--- config.mk ---
export PLATFORM = sky130hd
export DESIGN_NAME = rr_mux_arb_flat
export DESIGN_NICKNAME = d
export VERILOG_FILES = /design/src/rtl/rr_mux_arb_if.sv /design/src/rtl/rr_mux_arb.sv /design/src/flat_wrapper.sv
export SDC_FILE = /design/constraint.sdc
export NUM_CORES = 1
export LEC_CHECK = 0
export ABC_AREA = 1
export BUFFER_PORTS_ARGS = -buffer_cell sky130_fd_sc_hd__clkbuf_2
export CAP_MARGIN = 10
export CORE_MARGIN = 4
export CORE_UTILIZATION = 44
export CTS_CLUSTER_SIZE = 24
export DETAILED_ROUTE_END_ITERATION = 12
export HOLD_SLACK_MARGIN = 0.06
export PLACE_DENSITY = 0.84
export SYNTH_ARGS = -nofsm -noshare
export SYNTH_HDL_FRONTEND = slang
export SYNTH_SLANG_ARGS = --single-unit
--- constraint.sdc ---
create_clock -name clk -period 2.25 [get_ports clk]
set_clock_uncertainty 0.1 [all_clocks]
set_input_delay 0.1125 -clock clk [delete_from_list [all_inputs] [get_ports clk]]
set_output_delay 0.1125 -clock clk [all_outputs]
set_load 0.02 [all_outputs]
--- src/rtl/rr_mux_arb_if.sv ---
// Handshake bundle for rr_mux_arb: CH producer channels in, one registered beat out.
// in_last exists only when RR_MUX_ARB_LOCK_EN is defined.
interface rr_mux_arb_if #(
  parameter int N  = 32,
  parameter int CH = 4
);
  localparam int SEL_W = $clog2(CH);

  logic [CH*N-1:0]  in_data;
  logic [CH-1:0]    in_valid;
  logic [CH-1:0]    in_ready;
`ifdef RR_MUX_ARB_LOCK_EN
  logic [CH-1:0]    in_last;
`endif
  logic [N-1:0]     out_data;
  logic [SEL_W-1:0] out_ch;
  logic             out_valid;
  logic             out_ready;

  modport slave (
`ifdef RR_MUX_ARB_LOCK_EN
    input  in_last,
`endif
    input  in_data, in_valid, out_ready,
    output in_ready, out_data, out_ch, out_valid
  );

  modport master (
`ifdef RR_MUX_ARB_LOCK_EN
    output in_last,
`endif
    output in_data, in_valid, out_ready,
    input  in_ready, out_data, out_ch, out_valid
  );
endinterface

--- src/rtl/rr_mux_arb.sv ---
// Round-robin CH:1 registered mux; 1 cycle accept-to-out_valid; one beat/cycle with out_ready=1.
// Stall (out_valid & !out_ready) holds the output and drops every in_ready; ptr only moves on a transfer.
// RR_MUX_ARB_LOCK_EN adds in_last and keeps the grant on one channel until its packet ends.
module rr_mux_arb #(
  parameter int N  = 32,
  parameter int CH = 4
) (
  input  logic        clk,
  input  logic        rst,
  rr_mux_arb_if.slave bus
);
  localparam int SEL_W = $clog2(CH);
  localparam logic [SEL_W-1:0] LAST_CH = SEL_W'(CH - 1);
  localparam logic [SEL_W:0]   CH_EXT  = (SEL_W + 1)'(CH);

  logic [N-1:0]     ch_dat [CH];
  logic [SEL_W-1:0] ptr;
  logic [SEL_W-1:0] ptr_nxt;
  logic [SEL_W-1:0] gnt;
  logic             gnt_vld;
  logic [SEL_W:0]   sum;
  logic [SEL_W-1:0] cand;
  logic             free;
  logic             xfer;
  logic             ptr_upd;
  logic [CH-1:0]    rdy;

  logic [N-1:0]     out_data_q;
  logic [SEL_W-1:0] out_ch_q;
  logic             out_valid_q;

  for (genvar c = 0; c < CH; c++) begin : g_unpack
    assign ch_dat[c] = bus.in_data[c*N +: N];
  end

`ifdef RR_MUX_ARB_LOCK_EN
  typedef enum logic {S_ARB, S_LOCK} lock_state_t;
  lock_state_t      state;
  lock_state_t      state_nxt;
  logic [SEL_W-1:0] lock_ch;
`endif

  assign free = !out_valid_q || bus.out_ready;

  // Search starts at ptr and wraps; a locked packet pins the grant to its owner.
  always_comb begin
    gnt_vld = 1'b0;
    gnt     = '0;
    sum     = '0;
    cand    = '0;
`ifdef RR_MUX_ARB_LOCK_EN
    if (state == S_LOCK) begin
      gnt     = lock_ch;
      gnt_vld = bus.in_valid[lock_ch];
    end else begin
`endif
      for (int i = 0; i < CH; i++) begin
        sum = {1'b0, ptr} + (SEL_W + 1)'(i);
        if (sum >= CH_EXT) begin
          sum = sum - CH_EXT;
        end
        cand = sum[SEL_W-1:0];
        if (!gnt_vld && bus.in_valid[cand]) begin
          gnt_vld = 1'b1;
          gnt     = cand;
        end
      end
`ifdef RR_MUX_ARB_LOCK_EN
    end
`endif
  end

  assign xfer    = rst && free && gnt_vld;
  assign ptr_nxt = (gnt == LAST_CH) ? '0 : gnt + 1'b1;

`ifdef RR_MUX_ARB_LOCK_EN
  assign ptr_upd = xfer && bus.in_last[gnt];

  always_comb begin
    state_nxt = state;
    case (state)
      S_ARB:   if (xfer && !bus.in_last[gnt]) state_nxt = S_LOCK;
      S_LOCK:  if (xfer && bus.in_last[gnt])  state_nxt = S_ARB;
      default: state_nxt = S_ARB;
    endcase
  end

  always_ff @(posedge clk) begin
    if (!rst) begin
      state   <= S_ARB;
      lock_ch <= '0;
    end else begin
      state <= state_nxt;
      if (xfer) begin
        lock_ch <= gnt;
      end
    end
  end
`else
  assign ptr_upd = xfer;
`endif

  always_comb begin
    rdy = '0;
    if (xfer) begin
      rdy[gnt] = 1'b1;
    end
  end

  always_ff @(posedge clk) begin
    if (!rst) begin
      out_data_q  <= '0;
      out_ch_q    <= '0;
      out_valid_q <= 1'b0;
      ptr         <= '0;
    end else begin
      if (xfer) begin
        out_data_q  <= ch_dat[gnt];
        out_ch_q    <= gnt;
        out_valid_q <= 1'b1;
      end else if (out_valid_q && bus.out_ready) begin
        out_valid_q <= 1'b0;
      end
      if (ptr_upd) begin
        ptr <= ptr_nxt;
      end
    end
  end

  assign bus.in_ready  = rdy;
  assign bus.out_data  = out_data_q;
  assign bus.out_ch    = out_ch_q;
  assign bus.out_valid = out_valid_q;
endmodule

--- src/flat_wrapper.sv ---
// flat-port wrapper written by rule: the top's interface ports become plain ports
module rr_mux_arb_flat 
#(
  parameter int N  = 32,
  parameter int CH = 4
)
  (clk, rst, bus_in_data, bus_in_valid, bus_out_ready, bus_in_ready, bus_out_data, bus_out_ch, bus_out_valid);
  rr_mux_arb_if #(.N(N), .CH(CH)) bus_i ();
  input  logic clk;
  input  logic rst;
  input wire logic [$bits(bus_i.in_data)-1:0] bus_in_data;
  input wire logic [$bits(bus_i.in_valid)-1:0] bus_in_valid;
  input wire logic [$bits(bus_i.out_ready)-1:0] bus_out_ready;
  output wire logic [$bits(bus_i.in_ready)-1:0] bus_in_ready;
  output wire logic [$bits(bus_i.out_data)-1:0] bus_out_data;
  output wire logic [$bits(bus_i.out_ch)-1:0] bus_out_ch;
  output wire logic [$bits(bus_i.out_valid)-1:0] bus_out_valid;
  assign bus_i.in_data = bus_in_data;
  assign bus_i.in_valid = bus_in_valid;
  assign bus_i.out_ready = bus_out_ready;
  assign bus_in_ready = bus_i.in_ready;
  assign bus_out_data = bus_i.out_data;
  assign bus_out_ch = bus_i.out_ch;
  assign bus_out_valid = bus_i.out_valid;
  rr_mux_arb #(.N(N), .CH(CH)) u_core (.clk(clk), .rst(rst), .bus(bus_i));
endmodule
Word-level counts from Yosys, hierarchy flattened
Cells that the tools add are included.

$lt $le $gt $ge: 11. Bitwise gates (word level): 1. Reduce and logical (&&, ||, !) cells: 13. Multiply operators: 0. Shift-type cells: 0. Mux-type cells: 29. Equality and inequality tests: 1. Div/mod/pow operators: 0. Add/subtract/negate cells: 8.

Operator list (number): $bmux 32 s2 (1); $mux 32 (2); $mux 2 (9); $lt 2x3->1 const B (5); $ge 3x3->1 const B (4); $mux 1 (11); $bmux 1 s2 (4); $sub 2x1->2 const B (4); $logic_and 1x1->1 (7); $add 2x2->3 const B (2); $logic_not 1->1 (4); $mux 4 (1); $add 2x1->3 const B (1); $ge 2x3->1 const B (1); $not 2->3 (1); $add 2x1->2 const B (1); $demux 1 s2 (1); $eq 2x2->1 const B (1); $ge 2x1->1 const B (1); $reduce_bool 2->1 (1); $logic_or 1x1->1 (1).

Logic and storage cells: 67. Input port bits: 135. Output and inout port bits: 39. Latch bits: 0. Memories kept: 0. Register bits: 37. RAM bits: 0. ROM bits: 0.

Longest topological paths before layout
Word-level depth: 19. Gate-level depth with buffers: 16.

Least setup slack after synthesis
Ideal clock, no wire load.

Path kind: flip-flop to flip-flop. Start: register u_core.ptr[0]. End: register u_core.ptr[0]. Required time: 2.009 ns. Library setup time: 0.141 ns. Cell stages (with the launch flop): 13. Arrival: 1.877 ns. Path buffers: 2. Path slack: 0.132 ns. Cells stage by stage: dfxtp_1 buf_4 nand2_1 nand3_1 nand2_2 nor2_4 nand3_1 nand3_2 buf_2 ha_1 inv_1 nor2_1 a211oi_1.

Longest elaborated chain between the ends: 16. Elaborated cells between the ends (all ways): 41. Those cells by class: 8 x add/sub; 4 x order compare; 1 x eq/ne; 21 x mux; 7 x reduce/logical.

RTL lines: start, declared (RTL line rr_mux_arb.sv:17) `logic [SEL_W-1:0] ptr;`; start signal, assigned (RTL line rr_mux_arb.sv:125) `ptr <= ptr_nxt;`; parallel branches: the longest is 16 deep, another holds $add 2x1->3.

Parallel ways; which one is timed is not known. The select of a mux whose other input is x is not followed. A chain may end at the register's enable or synchronous reset.

Worst setup path in the final report
Start: register u_core.ptr[0]. End: output port bus_in_ready[0].

Longest elaborated chain between the ends: 19. Elaborated cells between the ends (all ways): 44. Those cells by class: 7 x add/sub; 6 x order compare; 23 x mux; 8 x reduce/logical.

RTL lines: parallel branches: the longest is 18 deep, another holds $add 2x1->3; $mux 4 (*) (RTL line rr_mux_arb.sv:105) `if (xfer) begin`; end, declared (RTL line flat_wrapper.sv:14) `output wire logic [$bits(bus_i.in_ready)-1:0] bus_in_ready;`.

Every way passes the cells marked *. The select of a mux whose other input is x is not followed.

==> impl_metrics.csv <==
group,metric,value,unit
cts,cts_tree,"yes",
route,wl,11100,um
sta,slew_headroom,71.6,%
power_and_ir_drop,power.total,7.96,mW
die,row_count,29,
sta,timing.fmax,452,MHz
worst_setup_path,crit_required,2.04,ns
cells_and_area,drive_gt1_share,36.3,%
cts,clockBufferDepth,2,
status,status,"completed",
global_route,grt_pass1_vias,3612,
synth,yosysSeqAreaShare,25.8,%
power_and_ir_drop,irDropWorstVdd,1.31,mV
place,routabilityCongestion,0.903,
die,dieHeight,88.8,um
route,drt-initial-drc-count,257,
worst_setup_path,path_max_fanout,6,
global_route,antenna_found_initial,0,
place,place.port_buffers,173,
route,dr_total_vias,4100,
cts,cts_buffers,5,
cts,clk_pin_slew,0.07,ns
place,dp_hpwl,7360,um
route,drt_pre_antenna_iters,5,
worst_setup_path,crit_top_cell,"nand2_2",
sta,period_share,98.4,%
global_route,grt_overflow,0,
route,ant_nets,0,
worst_setup_path,cpMaxStageDelayCell,"dfxtp_4",
worst_setup_path,worstPathArrival,2.00,ns
synth,avgSynthCellArea,6.04,um^2
synth,synth-seq-cells,37,
cts,cts_num_sinks,37,
sta,hold_ws,0.0619,ns
cells_and_area,finish.utilization,68.0,%
sta,worstMarginPinSlew,0.427,ns
global_route,grt_usage,25.8,%
sta,maxSlewViolCount,0,
die,pin_count,174,
cells_and_area,nets,799,
cts,clkLatencyLatePin,0.28,ns
sta,setup_ws,0.0365,ns
sta,fin_crit,2.21,ns
worst_setup_path,end_kind,"primary output",
place,pre_cts_slack,0.163,ns
worst_setup_path,cp_slowest_stage_delay,0.36,ns
sta,finalSetupTns,0,ns
die,die_x,88.8,um
job,cap_violations,0,
power_and_ir_drop,leakage,2.38,nW
route,wl_per_cell,15.0,um
cts,htree_num_levels,2,
cells_and_area,n_fill_cell,553,
cells_and_area,syn2layout_area_growth,50.5,%
die,floorplan.initialDensity,45.2,%
worst_hold_path,hold_class,"input pin to flop",
synth,synth_warnings,0,
sta,finalSetupViolCount,0,
synth,synth_cell_type_count,22,
cells_and_area,n_antenna_cell,0,
worst_setup_path,path_cells,"buf_6 > nand2_1 > nand2_2 > nand2_2 > nand2_2 > nor2_4 > nand3_4 > nand3_4 > nand2_1 > nor2_1 > buf_2",
cts,root_buffer,"clkbuf_8",
die,core,6350,um^2
power_and_ir_drop,powerDensity,1840,nW/um^2
die,die_area,7880,um^2
global_route,grt_start_max_net_pins,41,
route,drc_errors,0,
sta,hold_viol,0,
global_route,grt_pass1_wl,16300,um
worst_setup_path,start_kind,"flop",
route,avgViaCountPerCell,5.54,
synth,synth_area,2870,um^2
synth,synth_nets,611,
synth,synth_cells,475,
worst_setup_path,worstSetupPathType,"flop to primary output",
-- kinds of logic (layout without fill, tap and decap cells) --
kind of cell | after synthesis | after routing | synth area share [%]
and+or+nand+nor | 351 | 351 | 58.6
buffers and inverters | 79 | 267 | 13.7
DFF | 37 | 37 | 25.8
AOI/OAI and AO/OA | 7 | 7 | 1.40
adders and majority gates | 1 | 1 | 0.436
-- layout by cell type (no fill, tap or decap), types with 3 or more instances in the layout --
cell             n
nand4_1         64
nand3_4          3
nand3_1        124
dfxtp_1         35
nand2_1        129
clkbuf_2       169
buf_4           20
inv_1           26
nand3_2          7
a21oi_1          3
nand2_2         12
inv_2            5
buf_6            3
nor2_1           5
clkbuf_8         5
dlygate4sd3_1   31
-- state kept, by name, summed over array words and instances (netlist names) --
name / count
u_core.bus.out_ch: 2
u_core.bus.out_data: 32
u_core.bus.out_valid: 1
u_core.ptr: 2
-- cell type report --
class / count / area, um^2 / share of cell area, %
Tap cell: 77 / 96.3 / 2.23
Clock buffer: 5 / 68.8 / 1.59
Sequential cell: 37 / 748 / 17.3
Inverter: 33 / 129 / 2.99
Timing Repair Buffer: 227 / 1390 / 32.2
Multi-Input combinational cell: 359 / 1850 / 42.8
Clock inverter: 2 / 35.0 / 0.812
-- Yosys cell counts --
cell | number | area share [%]
ha_1 | 1 | 0.44
nand2_1 | 141 | 18
nand4_1 | 64 | 14
nand3_2 | 2 | 0.70
nand3_4 | 1 | 0.61
a211oi_1 | 1 | 0.26
buf_6 | 5 | 2.0
nor2_4 | 1 | 0.39
nor3_1 | 1 | 0.17
buf_1 | 2 | 0.26
dfxtp_1 | 37 | 26
inv_1 | 29 | 3.8
o21ai_0 | 2 | 0.35
clkbuf_1 | 7 | 0.92
a21oi_1 | 3 | 0.52
inv_2 | 4 | 0.52
buf_4 | 8 | 2.1
nor2_1 | 8 | 1.0
nand2_2 | 2 | 0.44
a21boi_1 | 1 | 0.26
nand3_1 | 131 | 23
buf_2 | 24 | 4.2
-- stage by stage --
step / area, um^2 / instances
CTS: 4160 / 735
finish: 4320 / 740
global route: 4320 / 740
floorplan: 2870 / 475
global placement: 3730 / 697
detailed placement: 3730 / 697
-- repair_timing --
action	CTS	global route
hold buffers	31	0
pin swaps	0	9
buffers inserted	0	6
resized for setup	4	41
endpoints found under the hold margin	22	0
setup endpoints to repair	1	6
cloned	0	0
-- worst paths after layout --
path / slack, ns / startpoint / endpoint / cells past startpoint
setup reg to reg: 0.15 / u_core.ptr[0]$_SDFFE_PN0P_ / u_core.bus.out_data[19]$_SDFFE_PN0P_ / 14
setup / recovery: 0.04 / u_core.ptr[0]$_SDFFE_PN0P_ / bus_in_ready[0] / 11
hold reg to reg: 0.37 / u_core.bus.out_data[13]$_SDFFE_PN0P_ / u_core.bus.out_data[13]$_SDFFE_PN0P_ / 2
hold / removal: 0.06 / bus_in_data[31] / u_core.bus.out_data[31]$_SDFFE_PN0P_ / 5
-- worst max-delay path: cells and delay by family (launching register included) --
kind	cells	cell delay, ns
flip-flops	1	0.36
AND/OR/NAND/NOR	9	1.02
buffers and inverters	2	0.32
-- report_power, final --
part | internal (mW) | switching [mW]
registers | 0.967 | 0.179
clock network | 0.322 | 0.229
logic | 2.28 | 3.98
total | 3.57 | 4.38
-- routing by layer --
layer,GRT usage (%),vias up,wire length [um]
met4,8.79,0,318
met3,5.59,34,1010
li1,-,2003,-
met2,45.1,222,5550
met1,31.0,1841,4250
met5,0,-,0
Power figures use the tool's default switching activity.
